**src/rtl/lif_neuron_array.sv**
```systemverilog
// rtl/lif_neuron_array.sv - time-multiplexed leaky integrate-and-fire neuron array
// One shared leak/integrate/threshold datapath updates the addressed neuron per accepted event.
module lif_neuron_array #(
  parameter int WIDTH     = 8,
  parameter int N_NEURONS = 8,
  parameter int IDX_W     = 3,
  parameter int REFRAC_W  = 3,
  parameter int CNT_W     = 16
) (
  input  logic                clk,
  input  logic                rst_n,
  input  logic [WIDTH-1:0]    cfg_threshold,
  input  logic [2:0]          cfg_leak_shift,
  input  logic [REFRAC_W-1:0] cfg_refrac,
  input  logic                cfg_sub_reset,
  input  logic                clear,
  input  logic                in_valid,
  output logic                in_ready,
  input  logic [IDX_W-1:0]    in_idx,
  input  logic [WIDTH-1:0]    in_current,
  output logic                out_valid,
  input  logic                out_ready,
  output logic [IDX_W-1:0]    out_idx,
  output logic                out_spike,
  output logic [WIDTH-1:0]    out_state,
  output logic [CNT_W-1:0]    spike_count
);

  logic [WIDTH-1:0]    state_q  [N_NEURONS];
  logic [WIDTH-1:0]    state_d  [N_NEURONS];
  logic [REFRAC_W-1:0] refrac_q [N_NEURONS];
  logic [REFRAC_W-1:0] refrac_d [N_NEURONS];
  logic                out_valid_q, out_valid_d;
  logic                out_spike_q, out_spike_d;
  logic [IDX_W-1:0]    out_idx_q, out_idx_d;
  logic [WIDTH-1:0]    out_state_q, out_state_d;
  logic [CNT_W-1:0]    spike_count_q, spike_count_d;

  logic                accept, idx_ok, fire;
  logic [IDX_W-1:0]    rd_idx;
  logic [WIDTH-1:0]    cur_state, leaked, sum, fire_state;
  logic [REFRAC_W-1:0] cur_refrac;
  logic [WIDTH:0]      sum_wide;

  assign in_ready   = !out_valid_q | out_ready;
  assign accept     = in_valid & in_ready;
  assign idx_ok     = int'(in_idx) < N_NEURONS;
  // Out-of-range indices are steered to entry 0 for the read; the write is suppressed below.
  assign rd_idx     = idx_ok ? in_idx : '0;
  assign cur_state  = state_q[rd_idx];
  assign cur_refrac = refrac_q[rd_idx];
  assign leaked     = cur_state >> cfg_leak_shift;
  assign sum_wide   = {1'b0, leaked} + {1'b0, in_current};
  assign sum        = sum_wide[WIDTH] ? '1 : sum_wide[WIDTH-1:0];
  assign fire       = sum >= cfg_threshold;
  assign fire_state = cfg_sub_reset ? sum - cfg_threshold : '0;

  always_comb begin
    state_d       = state_q;
    refrac_d      = refrac_q;
    out_valid_d   = out_valid_q;
    out_spike_d   = out_spike_q;
    out_idx_d     = out_idx_q;
    out_state_d   = out_state_q;
    spike_count_d = spike_count_q;
    if (clear) begin
      for (int i = 0; i < N_NEURONS; i++) begin
        state_d[i]  = '0;
        refrac_d[i] = '0;
      end
      out_valid_d   = 1'b0;
      spike_count_d = '0;
    end else begin
      if (out_ready) out_valid_d = 1'b0;
      if (accept && idx_ok) begin
        out_valid_d = 1'b1;
        out_idx_d   = in_idx;
        if (cur_refrac != '0) begin
          refrac_d[rd_idx] = cur_refrac - REFRAC_W'(1);
          out_spike_d      = 1'b0;
          out_state_d      = cur_state;
        end else if (fire) begin
          state_d[rd_idx]  = fire_state;
          refrac_d[rd_idx] = cfg_refrac;
          out_spike_d      = 1'b1;
          out_state_d      = fire_state;
          if (spike_count_q != '1) spike_count_d = spike_count_q + CNT_W'(1);
        end else begin
          state_d[rd_idx] = sum;
          out_spike_d     = 1'b0;
          out_state_d     = sum;
        end
      end
    end
  end

  always_ff @(posedge clk or negedge rst_n) begin
    if (!rst_n) begin
      for (int i = 0; i < N_NEURONS; i++) begin
        state_q[i]  <= '0;
        refrac_q[i] <= '0;
      end
      out_valid_q   <= 1'b0;
      out_spike_q   <= 1'b0;
      out_idx_q     <= '0;
      out_state_q   <= '0;
      spike_count_q <= '0;
    end else begin
      state_q       <= state_d;
      refrac_q      <= refrac_d;
      out_valid_q   <= out_valid_d;
      out_spike_q   <= out_spike_d;
      out_idx_q     <= out_idx_d;
      out_state_q   <= out_state_d;
      spike_count_q <= spike_count_d;
    end
  end

  assign out_valid   = out_valid_q;
  assign out_spike   = out_spike_q;
  assign out_idx     = out_idx_q;
  assign out_state   = out_state_q;
  assign spike_count = spike_count_q;

endmodule

```
**config.mk**
```make
export PLATFORM = sky130hd
export DESIGN_NAME = lif_neuron_array
export DESIGN_NICKNAME = d
export VERILOG_FILES = /design/src/rtl/lif_neuron_array.sv
export SDC_FILE = /design/constraint.sdc
export NUM_CORES = 1
export LEC_CHECK = 0
export CAP_MARGIN = 10
export CELL_PAD_IN_SITES_DETAIL_PLACEMENT = 2
export CELL_PAD_IN_SITES_GLOBAL_PLACEMENT = 2
export CORE_MARGIN = 2
export CORE_UTILIZATION = 35
export DETAILED_ROUTE_END_ITERATION = 10
export PLACE_DENSITY = 0.77
export SLEW_MARGIN = 30
export SYNTH_ARGS = -nofsm -noshare
export SYNTH_HDL_FRONTEND = slang
export SYNTH_SLANG_ARGS = --single-unit
```
**constraint.sdc**
```tcl
create_clock -name clk -period 6.35 [get_ports clk]
set_input_delay 1.905 -clock clk [delete_from_list [all_inputs] [get_ports clk]]
set_output_delay 1.905 -clock clk [all_outputs]
set_load 0.02 [all_outputs]
```
# Word-level counts from Yosys, hierarchy flattened
# Cells that the tools add are included.
# Widths: inputs -> output; s select.
# classes
n_lt_le_gt_ge,3
bitwise,4
n_shift,1
reduce_logical,12
mux,36
add_sub_neg,4
n_eq_ne,2
# op_table
operator,count
$mux 64,4
$bwmux 64,2
$mux 24,4
$mux 16,5
$mux 8,7
$bwmux 24,2
$bmux 8 s3,1
$demux 8 s3,1
$add 16x1->16 const B,1
$ne 16x16->1 const B,1
$add 8x8->9,1
$bmux 3 s3,1
$demux 3 s3,1
$mux 3,3
$reduce_bool 3->1,3
$ge 8x8->1,1
$shr 8x3->8,1
$sub 8x8->8,1
$reduce_and 2->1,3
$reduce_bool 2->1,3
$mux 1,5
$ge 4x4->1 const B,1
$lt 4x1->1 const B,1
$not 3->4,1
8 further kinds,8
# word_totals
elab_cells,83
register_bits,117

# Logic depth before layout (Yosys ltp)
# depth
ltp_word,14
mapped_depth,26
mapped_depth_nobuf,22

# Worst setup path after synthesis
# Ideal clock, no wire load.
# synth_timing
kind,input port to flip-flop
startpoint,input in_idx[2]
endpoint,register out_state_q[2] (netlist: out_state[2])
setup_ps,149
arrival_ps,7243
setup_slack_ps,-1042
stages,25
cell_sequence,clkbuf_1 > clkbuf_1 > clkbuf_1 > mux4_2 > mux2_2 > or3_1 > o31ai_1 > a221oi_1 > ha_1 > inv_1 > fa_1 > nand2b_1 > a211oi_1 > o22ai_1 > nor2b_1 > ha_1 > inv_1 > fa_1 > nand3_1 > nand3_1 > a221o_1 > clkbuf_1 > and3_1 > a21oi_1 > o221ai_1
# synth_between
elab_chain_cells,11
word_cells_on_any_way,16
cone_classes,2 x add/sub; 1 x order compare; 1 x shift; 10 x mux; 1 x bitwise; 1 x reduce/logical
# synth_lines
item,line,text
from (decl),19,"input logic [IDX_W-1:0] in_idx,"
$not 3->4 (not written as such) (*),"50, 51",
$bmux 8 s3,50,assign cur_state = state_q[rd_idx];
$mux 8 (not written as such) (2 in a row),50,
$shr 8x3->8,52,assign leaked = cur_state >> cfg_leak_shift;
$add 8x8->9,53,"assign sum_wide = {1'b0, leaked} + {1'b0, in_current};"
$mux 8,54,assign sum = sum_wide[WIDTH] ? '1 : sum_wide[WIDTH-1:0];
$sub 8x8->8,56,assign fire_state = cfg_sub_reset ? sum - cfg_threshold : '0;
$mux 8,56,
$mux 8,82,end else if (fire) begin
$mux 8 (*),78,if (cur_refrac != '0) begin
to (signal assigned),114,out_state_q <= out_state_d;
to (decl),36,"logic [WIDTH-1:0] out_state_q, out_state_d;"
# Mark *: on every way between the ends. The rest lies on a longest branch, timed or not. The select of a mux whose other input is x is not followed.
# A chain may end at the register's enable or synchronous reset.

# Final worst setup path
# layout_timing
startpoint,input in_idx[1]
endpoint,register state_q[52] (netlist name)
# layout_between
elab_chain_cells,14
word_cells_on_any_way,27
cone_classes,2 x add/sub; 3 x order compare; 1 x eq/ne; 1 x shift; 16 x mux; 1 x bitwise; 3 x reduce/logical
# layout_lines
item,line,text
$not 3->4 (not written as such) (*),--,
$bmux 8 s3,50,
$mux 8 (not written as such) (2 in a row),50,
$shr 8x3->8,52,
$add 8x8->9,53,
$mux 8,54,
$sub 8x8->8,56,
$mux 8,56,
$bwmux 64,83,state_d[rd_idx] = fire_state;
$mux 64,82,
$mux 64,78,
$mux 64,75,if (accept && idx_ok) begin
$mux 64,66,if (clear) begin
to (signal assigned),109,state_q <= state_d;
to (decl),29,logic [WIDTH-1:0] state_q [N_NEURONS];
# Marks and branches as above.

==> metrics.yaml <==
run_status:
  run_status: "complete, but fails checks"
  violations: "setup timing"
placed_design:
  gp_congestion: 0.8441
  dp_slack_ns: -1.335
  placed_area_sq_mm: 0.008723
  port_buffers: 60
  dpl.hpwl_um: 18950
  post-place-cells: 1094
power:
  power_mw: 2.983
  powerDensity_mw_per_mm2: 286.8
  ir_drop_mv: 0.2348
  cellLeakagePower_nw: 4.381
routing:
  ant_nets: 0
  drt_iter0_markers: 629
  vias: 7452
  wl_per_cell_um: 34.63
  viasPerCell: 6.469
  firstDrtPassIters: 5
  wl_um: 39890
  drc: 0
floorplanning:
  ios: 61
  fp.dieH_um: 143.4
  rows: 50
  fp.coreArea_sq_mm: 0.01889
  die_w_um: 143.4
  initial_core_util: 0.3601
  die-area_sq_mm: 0.02057
cts:
  numCtsBuffers: 17
  clockBufferDepth: 2
  clk_latency_ns: 0.45
  cts.sinks: 117
  path_clk_slew_ns: 0.06
  cts_tree: "yes"
  cts_root_buf: "clkbuf_16"
  h-tree-depth: 4
grt:
  grt_overflow: 0
  grt.total_usage: 0.3488
  grt_max_degree: 82
  grt_pass1_vias: 8085
  grt_pass1_wl_um: 52790
  antenna_found_initial: 0
sta:
  report.final.slew_viol_count: 0
  relSlewSlack: 0.2884
  layout_min_cycle_time_ns: 6.755
  finalClockSkew_ns: 0.02198
  min_period_over_period: 1.064
  hold_slack_ns: 0.5222
  setup_violations: 112
  fmax_mhz: 148.0
  finalWorstSetupSlack_ns: -0.4048
  hold_violations: 0
  rsz0062_at_grt: "true"
  worst_slew_pin_slew_ns: 1.067
  tns_ns: -23.50
yosys:
  synth-seq-area-share: 0.4303
  syn_nets: 760
  syn_area_sq_mm: 0.006804
  synth_edf_count: 0
  synth-main-ff-cell: "dfrtp_1"
  syn_area_per_cell_sq_um: 9.610
  synth-seq-cells: 117
  async_flop_share: 1.000
  synth.distinct_cells: 64
  syn_inst: 708
  yosysWarnings: 0
worst_setup_path:
  crit_arrival_ns: 7.03
  start_kind: "input pin"
  worst-endpoint-required_ns: 6.63
  path_max_fanout: 7
  crit_path_end_kind: "flip-flop"
  worstSetupPathType: "in -> reg"
layout:
  num-nets-final: 931
  seq_area_sq_mm: 0.002928
  antenna_cells: 0
  areaGrowthSynthToFinish_pct: 52.87
  utilization: 0.5505
  num-fill-cells: 1826
  multi_input_area_sq_mm: 0.004577
  finish.instance_area_sq_mm: 0.01040
  drive_gt1_frac: 0.3957
  post_layout_nonfiller_instances: 1152
run:
  drv_cap: 0
min_path:
  min_path_type: "reg -> reg"
## cell usage in the layout, fill, tap and decap left out, types with 20 or more instances in the layout
master           instances
a211oi_1                34
a211oi_2                28
a21oi_1                 21
a22o_1                  20
buf_4                  125
clkdlybuf4s50_1         55
dfrtp_1                117
nand2_1                 35
nor2_1                  88
## where the power goes
part,switching [mW],internal [mW]
logic,0.594,0.434
clock network,0.448,0.676
registers,0.0474,0.784
## worst paths after layout
check / start / endpoint / slack, ns / cells past startpoint
max: in_idx[1] / state_q[52] / -0.40 / 23
min: refrac_q[13] / refrac_q[13] / 0.52 / 1
max reg2reg: state_q[11] / state_q[52] / 0.98 / 23
min reg2reg: refrac_q[13] / refrac_q[13] / 0.52 / 1
max in group asynchronous: rst_n / refrac_q[3] / 3.78 / 2
min in group asynchronous: rst_n / refrac_q[23] / 1.50 / 1
## cells by family after synthesis
family,after synthesis,share of synthesized area
muxes,46,0.08790
xor gates and xnor gates,16,0.02060
DFF,117,0.4303
adders and majority gates,21,0.04082
buffers and inverters,73,0.04413
and+or+nand+nor,236,0.1683
AOI/OAI and AO/OA,199,0.2080
## final cells by class
type                            instances  share of cell area
Tap cell                              260             0.03128
Timing Repair Buffer                  208              0.1801
Sequential cell                       117              0.2815
Clock buffer                           20             0.04294
Clock inverter                         12             0.01816
Multi-Input combinational cell        519              0.4400
Inverter                               16            0.006015
## layer usage
metal | track usage | vias up | part of all wire
li1 | - | 2966 | -
met1 | 0.4116 | 3888 | 0.37
met2 | 0.6133 | 418 | 0.51
met3 | 0.06365 | 180 | 0.057
met4 | 0.1646 | 0 | 0.065
met5 | 0 | - | 0
## synth_stat cells (16+ instances only)
library cell  number  area share
mux2i_1           20       0.029
a211oi_1          64       0.071
dfrtp_1          117        0.43
ha_1              19       0.035
clkbuf_1          38       0.021
nand3_1           17       0.013
o21ai_0           23       0.017
a21oi_1           36       0.026
and3_1            21       0.019
mux2_2            16       0.026
nor2_1            97       0.054
nand2_1           39       0.022
a22o_1            20       0.026
## what timing repair did
item | CTS | global route
hold buffers | 0 | 0
hold endpoints to repair | 0 | 0
cloned | 4 | 0
setup buffers | 10 | 12
resized for setup | 113 | 71
pin swaps | 20 | 16
setup endpoints to repair | 113 | 112
## registers in the layout, indices dropped and copies added (netlist names)
| signal | flops |
|---|---|
| out_state | 8 |
| state_q | 64 |
| refrac_q | 24 |
| out_spike | 1 |
| out_idx | 3 |
| spike_count | 16 |
| out_valid | 1 |
## critical path, cell delays in order
cell and delay [ns]:
buf_6 0.12, buf_12 0.15, mux4_2 0.34, nor2_2 0.06
a2bb2oi_2 0.18, a211oi_2 0.42, a21oi_4 0.07, a221oi_2 0.28
ha_2 0.25, inv_2 0.05, fa_2 0.36, nand2b_4 0.19
a21oi_1 0.21, mux2i_1 0.34, nand3_2 0.15, ha_4 0.27
a21oi_4 0.18, o21ai_4 0.10, a221o_1 0.39, buf_6 0.18
mux2_4 0.38, mux2i_1 0.32, nor2_1 0.11
(Power assumes the default switching activity.)
